<file path="src/rtl/dmem_arbiter.sv">
// dmem_arbiter: shares the single-port data memory between the CPU MEM stage
// (port C) and a DMA/loader master (port D). One command is issued per cycle.
// Read data is returned one cycle later to whichever master issued the read.
// The CPU has fixed priority. That priority is bounded by a starvation counter
// per port. The DMA can keep ownership across a burst by holding d_lock.
//
// Ports:
//   clk, reset           clock, asynchronous active-low reset
//   c_req/c_we/c_addr/c_wdata   CPU command, c_gnt accepts it (combinational)
//   c_rvalid             rdata carries the CPU read result (registered)
//   d_req/d_we/d_addr/d_wdata   DMA command, d_gnt accepts it (combinational)
//   d_lock               DMA asks to keep ownership for its next beat
//   d_rvalid             rdata carries the DMA read result (registered)
//   rdata                shared read data (mem_rdata, forced to 0 in reset)
//   mem_addr/mem_wdata/mem_read/mem_write   memory command
//   mem_rdata            synchronous memory read data
module dmem_arbiter #(
  parameter int ADDR_WIDTH   = 32,
  parameter int DATA_WIDTH   = 32,
  parameter int STARVE_LIMIT = 4
) (
  input  logic                  clk,
  input  logic                  reset,
  input  logic                  c_req,
  input  logic                  c_we,
  input  logic [ADDR_WIDTH-1:0] c_addr,
  input  logic [DATA_WIDTH-1:0] c_wdata,
  output logic                  c_gnt,
  output logic                  c_rvalid,
  input  logic                  d_req,
  input  logic                  d_we,
  input  logic [ADDR_WIDTH-1:0] d_addr,
  input  logic [DATA_WIDTH-1:0] d_wdata,
  input  logic                  d_lock,
  output logic                  d_gnt,
  output logic                  d_rvalid,
  output logic [DATA_WIDTH-1:0] rdata,
  output logic [ADDR_WIDTH-1:0] mem_addr,
  output logic [DATA_WIDTH-1:0] mem_wdata,
  output logic                  mem_read,
  output logic                  mem_write,
  input  logic [DATA_WIDTH-1:0] mem_rdata
);

  typedef enum logic [1:0] {OWN_IDLE, OWN_CPU, OWN_DMA} owner_t;
  typedef enum logic [1:0] {RD_NONE, RD_C, RD_D} rd_pend_t;

  localparam logic [3:0] LIMIT = 4'(STARVE_LIMIT);

  owner_t     owner;
  rd_pend_t   rd_pend;
  logic [3:0] c_wait;
  logic [3:0] d_wait;
  logic       c_win;
  logic       d_win;

  function automatic logic [3:0] sat_inc(input logic [3:0] v);
    if (v >= LIMIT) return LIMIT;
    return v + 4'd1;
  endfunction

  // Arbitration: a starved DMA wins first. A locked DMA burst then keeps the
  // port only while the CPU has not yet waited STARVE_LIMIT cycles.
  always_comb begin
    c_win = 1'b0;
    d_win = 1'b0;
    if (c_req && d_req) begin
      if (d_wait == LIMIT)
        d_win = 1'b1;
      else if (owner == OWN_DMA && d_lock && c_wait < LIMIT)
        d_win = 1'b1;
      else
        c_win = 1'b1;
    end else if (c_req) begin
      c_win = 1'b1;
    end else if (d_req) begin
      d_win = 1'b1;
    end
  end

  // Grants are gated by reset so nothing reaches memory while reset is low.
  assign c_gnt = c_win & reset;
  assign d_gnt = d_win & reset;

  always_comb begin
    mem_addr  = '0;
    mem_wdata = '0;
    mem_read  = 1'b0;
    mem_write = 1'b0;
    if (c_gnt) begin
      mem_addr  = c_addr;
      mem_wdata = c_wdata;
      mem_read  = ~c_we;
      mem_write = c_we;
    end else if (d_gnt) begin
      mem_addr  = d_addr;
      mem_wdata = d_wdata;
      mem_read  = ~d_we;
      mem_write = d_we;
    end
  end

  // Command stage -> read-return stage: remember who owns the issued read.
  always_ff @(posedge clk or negedge reset) begin
    if (!reset) begin
      owner   <= OWN_IDLE;
      rd_pend <= RD_NONE;
      c_wait  <= 4'd0;
      d_wait  <= 4'd0;
    end else begin
      if (c_gnt)      owner <= OWN_CPU;
      else if (d_gnt) owner <= OWN_DMA;
      else            owner <= OWN_IDLE;

      if (c_gnt && !c_we)      rd_pend <= RD_C;
      else if (d_gnt && !d_we) rd_pend <= RD_D;
      else                     rd_pend <= RD_NONE;

      c_wait <= (c_req && !c_gnt) ? sat_inc(c_wait) : 4'd0;
      d_wait <= (d_req && !d_gnt) ? sat_inc(d_wait) : 4'd0;
    end
  end

  assign c_rvalid = (rd_pend == RD_C);
  assign d_rvalid = (rd_pend == RD_D);
  assign rdata    = reset ? mem_rdata : '0;

endmodule

</file>
<file path="config.mk">
export PLATFORM = sky130hd
export DESIGN_NAME = dmem_arbiter
export DESIGN_NICKNAME = d
export VERILOG_FILES = /design/src/rtl/dmem_arbiter.sv
export SDC_FILE = /design/constraint.sdc
export NUM_CORES = 1
export LEC_CHECK = 0
export CORE_MARGIN = 8
export CORE_UTILIZATION = 19
export CTS_CLUSTER_SIZE = 25
export DETAILED_ROUTE_END_ITERATION = 6
export PLACE_DENSITY_LB_ADDON = 0.08
export SYNTH_ARGS = -nofsm -noshare
export SYNTH_HDL_FRONTEND = slang
export SYNTH_SLANG_ARGS = --single-unit
</file>
<file path="constraint.sdc">
create_clock -name clk -period 1.57 [get_ports clk]
set_input_delay 0.157 -clock clk [delete_from_list [all_inputs] [get_ports clk]]
set_output_delay 0.157 -clock clk [all_outputs]
set_load 0.005 [all_outputs]
</file>
-- Word-level counts from Yosys, hierarchy flattened
Cells that the tools add are included.
Widths: inputs -> output; s select.
- flip-flop bits (word level): 12
- input bits: 167
- add/subtract/negate cells: 2
- order comparisons: 3
- equal/unequal tests: 4
- multiplexer cells: 30
- bitwise operators: 4
- reduce and logical (&&, ||, !) cells: 11
- operators with widths (operator ; count):
    $mux 32 ; 5
    $mux 4 ; 6
    $mux 1 ; 15
    $add 4x1->4 const B ; 2
    $ge 4x3->1 const B ; 2
    $mux 2 ; 4
    $logic_and 1x1->1 ; 7
    $eq 2x2->1 const B ; 2
    $eq 4x3->1 const B ; 1
    $logic_not 1->1 ; 4
    $lt 4x3->1 const B ; 1
    $and 1x1->1 ; 2
    $eq 2x1->1 const B ; 1
    $not 1->1 ; 2

-- Longest topological paths before layout
Gate-level depths: netlist of run 1.
- word-level depth: 10
- mapped depth: 7
- depth with buffers taken out: 5

-- Worst setup path before layout of run 1
OpenSTA, ideal clock, no wires.
- kind: register to output
- start: register c_wait[2]
- end: output port mem_addr[0]
- data arrival time: 1.483 ns
- setup slack: -0.070 ns
- cell stages (with the launch flop): 6
- buffers on the path: 2
- cells stage by stage: dfrtp_1 or3b_1 o211a_1 buf_6 buf_2 a32o_1
- word-level cells in the longest chain between the ends: 8
- elaborated cells between the ends (all ways): 12
- those cells by class: order compare (1); mux (8); bitwise (2); reduce/logical (1)
- RTL lines (item ; RTL line ; RTL):
    start: declaration ; 52 ; logic [3:0] c_wait;
    start signal: assignment ; 119 ; c_wait <= (c_req && !c_gnt) ? sat_inc(c_wait) : 4'd0;
    $lt 4x3->1 * ; 70 ; else if (owner == OWN_DMA && d_lock && c_wait < LIMIT)
    $logic_and 1x1->1 * ; 70 ;
    $mux 1 ; 70 ;
    $mux 1 ; 68 ; if (d_wait == LIMIT)
    $mux 1 ; 67 ; if (c_req && d_req) begin
    $and 1x1->1 ; 83 ; assign d_gnt = d_win & reset;
    $mux 32 ; 95 ; end else if (d_gnt) begin
    $mux 32 * ; 90 ; if (c_gnt) begin
    end: declaration ; 38 ; output logic [ADDR_WIDTH-1:0] mem_addr,
Mark *: on every way between the ends. The rest lies on a longest branch, timed or not.

-- Final worst setup path of run 1
- start: register c_wait[2]
- end: output port mem_addr[24]
Same word-level chain as after synthesis.

==> results of run 1 <==
## synth_stat cells (all sizes together)
library cell / instances / area share [%]
o311ai: 1 / 1.1
inv: 3 / 0.74
a32o: 65 / 43
ha: 3 / 2.5
conb: 1 / 0.25
o31ai: 2 / 0.98
nor2: 3 / 0.74
nand3: 2 / 0.66
clkbuf: 17 / 4.2
dfrtp: 12 / 20
o211a: 1 / 0.66
nand3b: 2 / 0.98
a21oi: 3 / 0.98
or3b: 1 / 0.57
o2bb2ai: 1 / 0.57
nand4b: 1 / 0.57
buf: 9 / 3.8
nor4: 2 / 0.82
o311a: 1 / 0.66
nand2: 1 / 0.25
nand2b: 2 / 0.82
and2: 37 / 15
nor2b: 2 / 0.82
## cell families after synthesis
group                      Yosys count  share of synthesized area [%]
AOI/OAI and AO/OA                   74                           47.5
and+or+nand+nor                     53                           21.4
buffers and inverters               29                           8.69
DFF                                 12                           19.7
adders and majority gates            3                           2.46
other                                1                          0.246
## timing repair
action                     in CTS  in global routing
hold endpoints to repair        0                  0
setup endpoints to repair     102                 88
hold buffers                    0                  0
gates resized for setup       291                 23
pin swaps                      16                 15
cloned                          6                  4
buffers inserted               11                  2
## worst min path at each step
stage | end | slack (ns) | start
2_1_floorplan | c_wait[0] | -0.14 | reset
3_3_place_gp | c_wait[0] | 0.50 | c_wait[0]
3_5_place_dp | c_wait[0] | 0.52 | c_wait[0]
4_1_cts | rd_pend[0] | 0.20 | reset
5_1_grt | rd_pend[0] | 0.004 | reset
6_report | rd_pend[1] | 0.0002 | reset
## through the flow
stage	hold slack (ns)	std cells	util (%)	TNS (ns)
5_1_grt	0.00407	565	60.1	-36.43
2_1_floorplan	-0.139	173	-	-4.20
4_1_cts	0.202	562	59.3	-31.66
3_5_place_dp	0.522	543	57.9	-56.35
3_3_place_gp	0.504	543	57.9	-56.57
6_report	0.000226	565	60.1	-31.38
## layout by cell type (no fill, tap or decap), drive strengths merged, types with 2 or more instances in the layout
| cell type | count |
|---|---|
| and2 | 37 |
| nand3 | 2 |
| inv | 3 |
| clkbuf | 10 |
| nor2b | 2 |
| nor4 | 2 |
| a32o | 65 |
| buf | 106 |
| dlygate4sd2 | 2 |
| ha | 3 |
| dfrtp | 12 |
| nand2b | 2 |
| nand3b | 2 |
| a21oi | 3 |
| conb | 2 |
| nor2 | 3 |
| o31ai | 2 |
| clkdlybuf4s50 | 197 |
## layout make-up
class,count,area [µm²],area share [%]
tap,102,128,2.73
sequential,12,300,6.43
timing repair buffer,313,3010,64.6
clock buffer,3,41.3,0.885
inverter,3,11.3,0.241
multi-input combinational,132,1170,25.1
## per-layer routing
| layer | vias up | global-route usage, % | routed length [µm] | part of all wire (%) |
|---|---|---|---|---|
| li1 | 1295 | - | - | - |
| met1 | 1329 | 21.7 | 4510 | 36 |
| met2 | 146 | 39.4 | 6720 | 54 |
| met3 | 7 | 8.04 | 1160 | 9.3 |
| met4 | 0 | 2.41 | 95 | 0.76 |
| met5 | - | 0 | 0 | 0 |
## power by group through the flow
stage	Sequential [mW]	Combinational, mW	Clock [mW]
4_1_cts	0.332	1.23	0.287
3_5_place_dp	0.337	1.19	0
6_report	0.332	1.25	0.282
3_3_place_gp	0.336	1.19	0
5_1_grt	0.334	1.33	0.312
2_1_floorplan	0.339	0.305	0
## state kept, by name (all words and copies together) (netlist names)
signal and cells:
d_wait 4, rd_pend 2, owner 2, c_wait 4
==> summary.md, run 1 <==
| Metric | Value |
|---|---|
| Outcome | finished with violations |
| Failing checks | setup timing |
| Pint | 1.33 mW |
| Power Dens Cells | 400 nW/µm² |
| H-tree depth | 1 |
| Sequential Power Share | 17.8% |
| TritonRoute pass-1 iters | 4 |
| Final ANT Viol Nets | 0 |
| Max Cap Viol | 0 |
| Startpoint types | flip-flop |
| Highest-delay cell along the critical path | or3b_1 |
| Critical path arrival | 1.96 ns |
| # nets final | 635 |
| GP Congestion | 0.839 |
| Pre-CTS worst setup slack | -0.766 ns |
| R2R Setup Slk | -0.01 ns |
| Setup ws final | -0.543 ns |
| Number of global-route vias before repair | 3,047 |
| Later-pin clock latency in the skew report | 0.24 ns |
| Hold Crit Class | in -> async |
| Clock power frac | between 10% and 20% |
| Rows | 32 |
| Port buffer count | around 270 |
| Vias per cell | around 5 |
| Syn Area/Cell | 8.87 µm² |
| Final setup viols | 71 |
| CP startpoint | c_wait[2] |
| Seq/Total Area, Yosys | 19.7% |
| Period utilization | 135% |
| First DRT Iteration DRCs | ~130 |
| Flops & latches, synth | 12 |
| WS Path Type | reg -> out |
| Worst Path Buf+Inv | 3 |
| Via count | 2,777 |
| Clock slew at reported path FFs | 0.06 ns |
| Die Ht | 106 µm |
| R2R Path End | owner[1] |
| Deepest clock path buffer count | 2 |
| CTS buffer count | 3 |
| All-Layer GR Usage | 20.8% |
| Largest net degree at the start of global routing | 48 |
| CP dominant cell by count | buf_12 |
| Avg WL per Cell | roughly 22 µm |
| Switching part of the total | approximately 29% |
| Synth Instances | 172 |
| Crit-path leading delay family | compound AO/OA/AOI/OAI gates |
| Final min period | 2.11 ns |
| Worst-path fanout max | 6 |
| Total gr overflow | 0 |
| Residual DRC | 0 |
| Core Box Area | 7770 µm² |
| Synth Cell Area | about 1500 µm² |
| I/O pin count | ~270 |
| Initial antenna violation count | 0 |
| Combinational fraction of design power | 67.1% |
| YS warnings | 0 |
| Total power | 1.87 mW |
| Hold Fails Final Rpt | 0 |
| Worst setup EP type | primary output |
| Critical-path cell list | or3b_1 > o211a_4 > buf_12 > buf_12 > a32o_1 > buf_2 |
| WL final | between 10 and 15 mm |
| Area Growth Syn to Fin | 206% |
| Initial core utilization | 19.7% |
| Die ar. | about 11,000 µm² |
| Die W | 106 µm |
| Synth unique cells | 24 |
| Worst IR Drop VDD | 0.224 mV |
| Fmax achieved | 0.473 GHz |
| Number of fill cells | 686 |
| HPWL Detailed | 9.83 mm |
| Placed cell area | 4500 µm² |
| Final Skew | 0.0107 ns |
| Number of diodes | 0 |
| Reg2Reg Depth | 8 |
| Post-route cell area | 4670 µm² |
| Leakage | about 2.0 nW |
| Number of cells on the critical path | 6 |
| Root buffer cell | clkbuf_8 |
| Max incr delay on CP | 0.39 ns |
| Reg-to-Reg Start | d_wait[1] |
| Layout cell share with drive strength beyond 1 | 28.7% |
| CTS tree | built |
| Final Max Tran Viols | 0 |
| Clock sink count | 12 |
| CP endpoint | mem_addr[24] |
| WP data required | ~1.4 ns |
| RSZ-0062 raised after global routing | yes |
| First-pass GRT wire length | 18.4 mm |
| Switching power | between 0.5 and 0.6 mW |
Power figures use the tool's default switching activity.
==> inputs of run 2 (changes only) <==
--- a/config.mk
+++ b/config.mk
@@ -9,6 +9,7 @@
 export CORE_UTILIZATION = 19
 export CTS_CLUSTER_SIZE = 25
 export DETAILED_ROUTE_END_ITERATION = 6
+export GPL_TIMING_DRIVEN = 0
 export PLACE_DENSITY_LB_ADDON = 0.08
 export SYNTH_ARGS = -nofsm -noshare
 export SYNTH_HDL_FRONTEND = slang
==> run 2 against run 1 <==
Against the previous run: the flow still finishes with violations (setup timing); worst setup slack worse by 0.019 ns; combinational power decreased by 7%; count of clock-buffer cells in the layout stayed put; sequential cell count stayed put; cell count decreased by 0.18%; critical path type unchanged.
==> summary.md, run 2 (synthesis gave the netlist of run 1 again) <==
| Metric | Value |
|---|---|
| Number of global-route vias before repair | 2,889 (-5.2%) |
| Clock slew at reported path FFs | 0.05 ns (about the same) |
| Vias per cell | 4.85 (-1.4%) |
| First DRT Iteration DRCs | 143 (+7.5%) |
| Avg WL per Cell | 20.7 µm (-6.1%) |
| Combinational fraction of design power | 65.7% (-1.4 points) |
| Slew headroom | 62.6% |
| Final Max Tran Viols | 0 (unchanged) |
| Critical path arrival | 1.98 ns (+0.02 ns) |
| Final ANT Viol Nets | 0 (unchanged) |
| Pre-CTS worst setup slack | -1.54 ns (-0.771 ns) |
| Residual DRC | 0 (unchanged) |
| All-Layer GR Usage | 19.3% (-1.5 points) |
| Outcome | finished with violations |
| Worst setup EP type | primary output |
| Fin Hold WS | 0.379 ns (+0.379 ns) |
| Period utilization | 136% (+1.2 points) |
| Switching power | 0.502 mW (-6.5%) |
| Sequential Power Share | 19.0% (+1.2 points) |
| CP startpoint | c_wait[3] |
| Layout cell share with drive strength beyond 1 | 28.1% (-0.59 points) |
| Area Growth Syn to Fin | 195% |
| Root buffer cell | clkbuf_8 |
| Cells after DPL | 543 (unchanged) |
| Clock power frac | 15.3% (+0.2 points) |
| Worst-path fanout max | 10 (+4) |
| Largest net degree at the start of global routing | 13 (-73%) |
| Deepest clock path buffer count | 2 (unchanged) |
| Biggest regs | c_wait (4), d_wait (4) |
| Die ar. | 11,200 µm² (unchanged) |
| Initial antenna violation count | 0 (unchanged) |
| Setup ws final | -0.562 ns (-0.0191 ns) |
| RSZ-0062 raised after global routing | yes |
| Leakage | 1.92 nW (-4.6%) |
| Hold Startpoint | d_req |
| Commonest cells after routing, fill and taps aside | clkdlybuf4s50_1 (198), a32o_1 (60), buf_2 (50), and2_1 (35), clkbuf_2 (19) |
| # nets final | 634 (-0.16%) |
| Switching part of the total | 28.5% (-0.25 points) |
| Reg-to-Reg Start | c_wait[3] |
| Setup TNS | -36.81 ns (-5.43 ns) |
| Rows | 32 (unchanged) |
| Total gr overflow | 0 (unchanged) |
| CTS buffer count | 3 (unchanged) |
| Pint | 1.26 mW (-5.4%) |
| GP Congestion | 0.751 (-10%) |
| Routing usage on met1 | 19.8% (-1.9 points) |
| Core Box Area | 7770 µm² (unchanged) |
| Final setup viols | 73 (+2.8%) |
| Number of diodes | 0 (unchanged) |
| Tightest Pin Transition | 0.560 ns |
| WP data required | 1.41 ns (about the same) |
| CTS tree | built |
| Die Ht | 106 µm (unchanged) |
| Placed cell area | 4360 µm² (-3.2%) |
| Failing checks | setup timing |
| Port buffer count | 268 (unchanged) |
| Final Skew | 0.00411 ns (-0.00662 ns) |
| Fmax achieved | 0.469 GHz (-0.90%) |
| Hold Crit Class | in -> reg |
| TritonRoute pass-1 iters | 4 (unchanged) |
| Hold Fails Final Rpt | 0 (unchanged) |
| R2R Setup Slk | -0.33 ns (-0.32 ns) |
| Busiest layer in global routing | met2 |
| Startpoint types | flip-flop |
| HPWL Detailed | 9.65 mm (-1.8%) |
| Commonest non-fill, non-tap cell in the layout | clkdlybuf4s50_1 |
| Met3 usage | 8.47% (+0.43 points) |
| Initial core utilization | 19.7% (unchanged) |
| Power Dens Cells | 392 nW/µm² (-2.2%) |
| Via count | 2,734 (-1.5%) |
| I/O pin count | 269 (unchanged) |
| Fin cells | 564 (-0.18%) |
| WL final | 11.7 mm (-6.2%) |
| Final min period | 2.13 ns (+0.0191 ns) |
| WS Path Type | reg -> out |
| M2 GR Usage | 36.4% (-3.1 points) |
| Die W | 106 µm (unchanged) |
| First-pass GRT wire length | 17.2 mm (-6.6%) |
| H-tree depth | 1 (unchanged) |
| Post-route cell area | 4500 µm² (-3.7%) |
| Max Cap Viol | 0 (unchanged) |
| Clock sink count | 12 (unchanged) |
| Worst IR Drop VDD | 0.254 mV (+13%) |
| Later-pin clock latency in the skew report | 0.24 ns (about the same) |
## run 2: timing repair
| item | in CTS | in global routing |
|---|---|---|
| pin swaps | 8 | 14 |
| setup buffers | 13 | 4 |
| setup endpoints to repair | 110 | 76 |
| hold buffers | 1 | 0 |
| gates cloned | 1 | 3 |
| endpoints found under the hold margin | 12 | 0 |
| resized for setup | 297 | 41 |
## run 2: final cells by class
class | instances | area, µm²
multi-input combinational | 132 | 1180
inverter | 3 | 11.3
timing repair buffer | 289 | 2630
clock buffer | 3 | 41.3
fill | 727 | 3270
sequential | 12 | 303
buffer | 23 | 206
tap | 102 | 128
## run 2: power groups by stage
stage,clock [mW],combinational [mW],sequential [mW]
after floorplan,0,0.305,0.339
after global placement,0,1.12,0.341
after detailed placement,0,1.13,0.341
after CTS,0.277,1.14,0.334
after global routing,0.301,1.24,0.336
final,0.270,1.16,0.335
## run 2: routing by layer
| layer | part of all wire [%] | vias to the layer above |
|---|---|---|
| met2 | 53 | 151 |
| met5 | 0 | - |
| li1 | - | 1297 |
| met3 | 9.9 | 8 |
| met4 | 0.62 | 0 |
| met1 | 36 | 1278 |
## run 2: worst max-delay path, stage by stage (launching register included)
cell and delay (ns):
dfrtp_2 0.40, or3b_4 0.40, o211a_4 0.28, clkbuf_16 0.16, buf_8 0.13, a32o_1 0.23
buf_2 0.14
## run 2: worst paths after layout
check | endpoint | cells after the start
max | mem_addr[24] | 6
min | d_wait[0] | 3
max reg2reg | c_wait[0] | 7
min reg2reg | c_wait[0] | 2
max in group asynchronous | c_wait[3] | 2
min in group asynchronous | c_wait[0] | 2
## run 2: metrics by stage
stage / power, mW / util [%]
after floorplan: 0.644 / -
after global placement: 1.46 / 56.1
after detailed placement: 1.47 / 56.1
after CTS: 1.75 / 57.2
after global routing: 1.87 / 57.9
final: 1.76 / 57.9
==> inputs of run 3 (changes only) <==
--- a/config.mk
+++ b/config.mk
@@ -11,6 +11,7 @@
 export DETAILED_ROUTE_END_ITERATION = 6
 export GPL_TIMING_DRIVEN = 0
 export PLACE_DENSITY_LB_ADDON = 0.08
+export RECOVER_POWER = 25
 export SYNTH_ARGS = -nofsm -noshare
 export SYNTH_HDL_FRONTEND = slang
 export SYNTH_SLANG_ARGS = --single-unit
==> run 3 against run 2 <==
Against the previous run: the run still ends with setup timing left; cell count unchanged; worst setup slack hardly changed; wire length stayed put; non-clock buffer count stayed put; critical path depth is the same; clock power barely moved; die area is the same; sequential power barely moved; critical path type unchanged.
==> summary.md, run 3 (synthesis gave the netlist of run 1 again) <==
| Metric | Value |
|---|---|
| Clock sink count | 12 (unchanged) |
| Power Dens Cells | 392 nW/µm² (about the same) |
| Commonest non-fill, non-tap cell in the layout | clkdlybuf4s50_1 |
| I/O pin count | 269 (unchanged) |
| All-Layer GR Usage | 19.3% (unchanged) |
| # nets final | 634 (unchanged) |
| Sequential Power Share | 19.0% (about the same) |
| Reg-to-Reg Start | c_wait[3] |
| Total gr overflow | 0 (unchanged) |
| Final Max Tran Viols | 0 (unchanged) |
| Pre-CTS worst setup slack | -1.54 ns (unchanged) |
| Area taken by multi-input logic gates | 1180 µm² (unchanged) |
| Setup ws final | -0.562 ns (+0.00000500 ns) |
| TritonRoute pass-1 iters | 4 (unchanged) |
| Number of fill cells | 728 (+0.14%) |
| Total power | 1.76 mW (about the same) |
| Switching power | 0.502 mW (unchanged) |
| Number of diodes | 0 (unchanged) |
| Post-route cell area | 4490 µm² (about the same) |
| Reg2Reg Depth | 7 (unchanged) |
| Vias per cell | 4.85 (unchanged) |
| Layout cell share with drive strength beyond 1 | 27.9% (-0.22 points) |
| Cells after DPL | 543 (unchanged) |
| WP data required | 1.41 ns (about the same) |
| Pint | 1.26 mW (about the same) |
| Failing checks | setup timing |
| Final setup viols | 73 (unchanged) |
| Switching part of the total | 28.5% (about the same) |
| Core Box Area | 7770 µm² (unchanged) |
| Worst Path Buf+Inv | 3 (unchanged) |
| Fin Hold WS | 0.379 ns (+0.00000500 ns) |
| CTS buffer count | 3 (unchanged) |
| R2R Setup Slk | -0.33 ns (about the same) |
| R2R Path End | c_wait[0] |
| Outcome | finished with violations |
| First DRT Iteration DRCs | 151 (+5.6%) |
| Fmax achieved | 0.469 GHz (about the same) |
| Combinational fraction of design power | 65.7% (about the same) |
| Storage element area | 303 µm² (unchanged) |
| Hold Fails Final Rpt | 0 (unchanged) |
| Met3 usage | 8.47% (unchanged) |
| GP Congestion | 0.751 (unchanged) |
| Residual DRC | 0 (unchanged) |
| Root buffer cell | clkbuf_8 |
| Biggest regs | c_wait (4), d_wait (4) |
| Later-pin clock latency in the skew report | 0.24 ns (about the same) |
| Number of global-route vias before repair | 2,889 (unchanged) |
| Worst IR Drop VDD | 0.254 mV (about the same) |
| H-tree depth | 1 (unchanged) |
| Port buffer count | 268 (unchanged) |
| CP endpoint | mem_addr[24] |
| WL final | 11.7 mm (unchanged) |
| Deepest clock path buffer count | 2 (unchanged) |
| RSZ-0062 raised after global routing | yes |
| Highest-delay cell along the critical path | dfrtp_2 |
| WS Path Type | reg -> out |
| Slew headroom | 62.6% (about the same) |
| Routing usage on met1 | 19.8% (unchanged) |
| Clock power frac | 15.3% (about the same) |
| Final Skew | 0.00411 ns (+0.0000000300 ns) |
| Placed cell area | 4360 µm² (unchanged) |
| Crit-path leading delay family | compound AO/OA/AOI/OAI gates |
| Via count | 2,734 (unchanged) |
| Initial antenna violation count | 0 (unchanged) |
| Fin cells | 564 (unchanged) |
| Critical path arrival | 1.98 ns (about the same) |
| Die Ht | 106 µm (unchanged) |
| Die ar. | 11,200 µm² (unchanged) |
| CP startpoint | c_wait[3] |
| First-pass GRT wire length | 17.2 mm (unchanged) |
| Tightest Pin Transition | 0.559 ns (-0.000366 ns) |
| Final ANT Viol Nets | 0 (unchanged) |
| Final min period | 2.13 ns (-0.00000500 ns) |
| Busiest layer in global routing | met2 |
| Avg WL per Cell | 20.7 µm (unchanged) |
| Initial core utilization | 19.7% (unchanged) |
| Max incr delay on CP | 0.40 ns (about the same) |
| Leakage | 1.91 nW (-0.19%) |
| Worst-path fanout max | 10 (unchanged) |
| Clock slew at reported path FFs | 0.05 ns (about the same) |
| Rows | 32 (unchanged) |
| Startpoint types | flip-flop |
| Worst setup EP type | primary output |
| Die W | 106 µm (unchanged) |
| Critical-path cell list | or3b_4 > o211a_4 > clkbuf_16 > buf_8 > a32o_1 > buf_2 |
| HPWL Detailed | 9.65 mm (unchanged) |
| Setup TNS | -36.81 ns (+0.000300 ns) |
| M2 GR Usage | 36.4% (unchanged) |
| Period utilization | 136% (about the same) |
| Number of cells on the critical path | 6 (unchanged) |
| Commonest cells after routing, fill and taps aside | clkdlybuf4s50_1 (198), a32o_1 (60), buf_2 (50), and2_1 (35), clkbuf_2 (19) |
| Area Growth Syn to Fin | 194% (about the same) |
| Largest net degree at the start of global routing | 13 (unchanged) |
| Fin util | 57.8% (about the same) |
| Max Cap Viol | 0 (unchanged) |
| CTS tree | built |
| Hold Crit Class | in -> reg |
## run 3: worst register-to-register path: stages, from the launching register on
cell	delay, ns
dfrtp_2	0.40
or3b_4	0.40
o211a_4	0.28
buf_8	0.15
buf_8	0.14
buf_4	0.13
buf_6	0.13
nor4_4	0.18
## run 3: layout make-up
type                            count  share of cell area, %
Sequential cell                    12                   6.74
Inverter                            3                  0.251
Clock buffer                        3                  0.919
Buffer                             23                   4.60
Timing Repair Buffer              289                   58.4
Tap cell                          102                   2.84
Multi-Input combinational cell    132                   26.3
## run 3: power by group through the flow
stage / combinational (mW) / clock (mW) / sequential (mW)
after floorplan: 0.305 / 0 / 0.339
after global routing: 1.24 / 0.301 / 0.336
after detailed placement: 1.13 / 0 / 0.341
final: 1.16 / 0.270 / 0.335
after global placement: 1.12 / 0 / 0.341
after CTS: 1.14 / 0.277 / 0.334
## run 3: worst min path at each step
stage,start,endpoint,slack (ns),depth (start not counted)
4_1_cts,d_req,d_wait[0],0.37,3
3_3_place_gp,c_wait[0],c_wait[0],0.51,2
6_report,d_req,d_wait[0],0.38,3
3_5_place_dp,c_wait[0],c_wait[0],0.52,2
2_1_floorplan,reset,c_wait[0],-0.14,0
5_1_grt,d_req,d_wait[1],0.39,3
## run 3: what timing repair did
item,4_1_cts,5_1_grt
pin swaps,8,14
gates cloned,1,3
resized for setup,297,41
buffers inserted,13,4
hold endpoints to repair,12,0
hold buffers,1,0
setup endpoints to repair,110,76
## run 3: routing by layer
| metal | vias to the layer above | part of all wire, % |
|---|---|---|
| met5 | - | 0 |
| met4 | 0 | 0.62 |
| met3 | 8 | 9.9 |
| met2 | 151 | 53 |
| met1 | 1278 | 36 |
| li1 | 1297 | - |
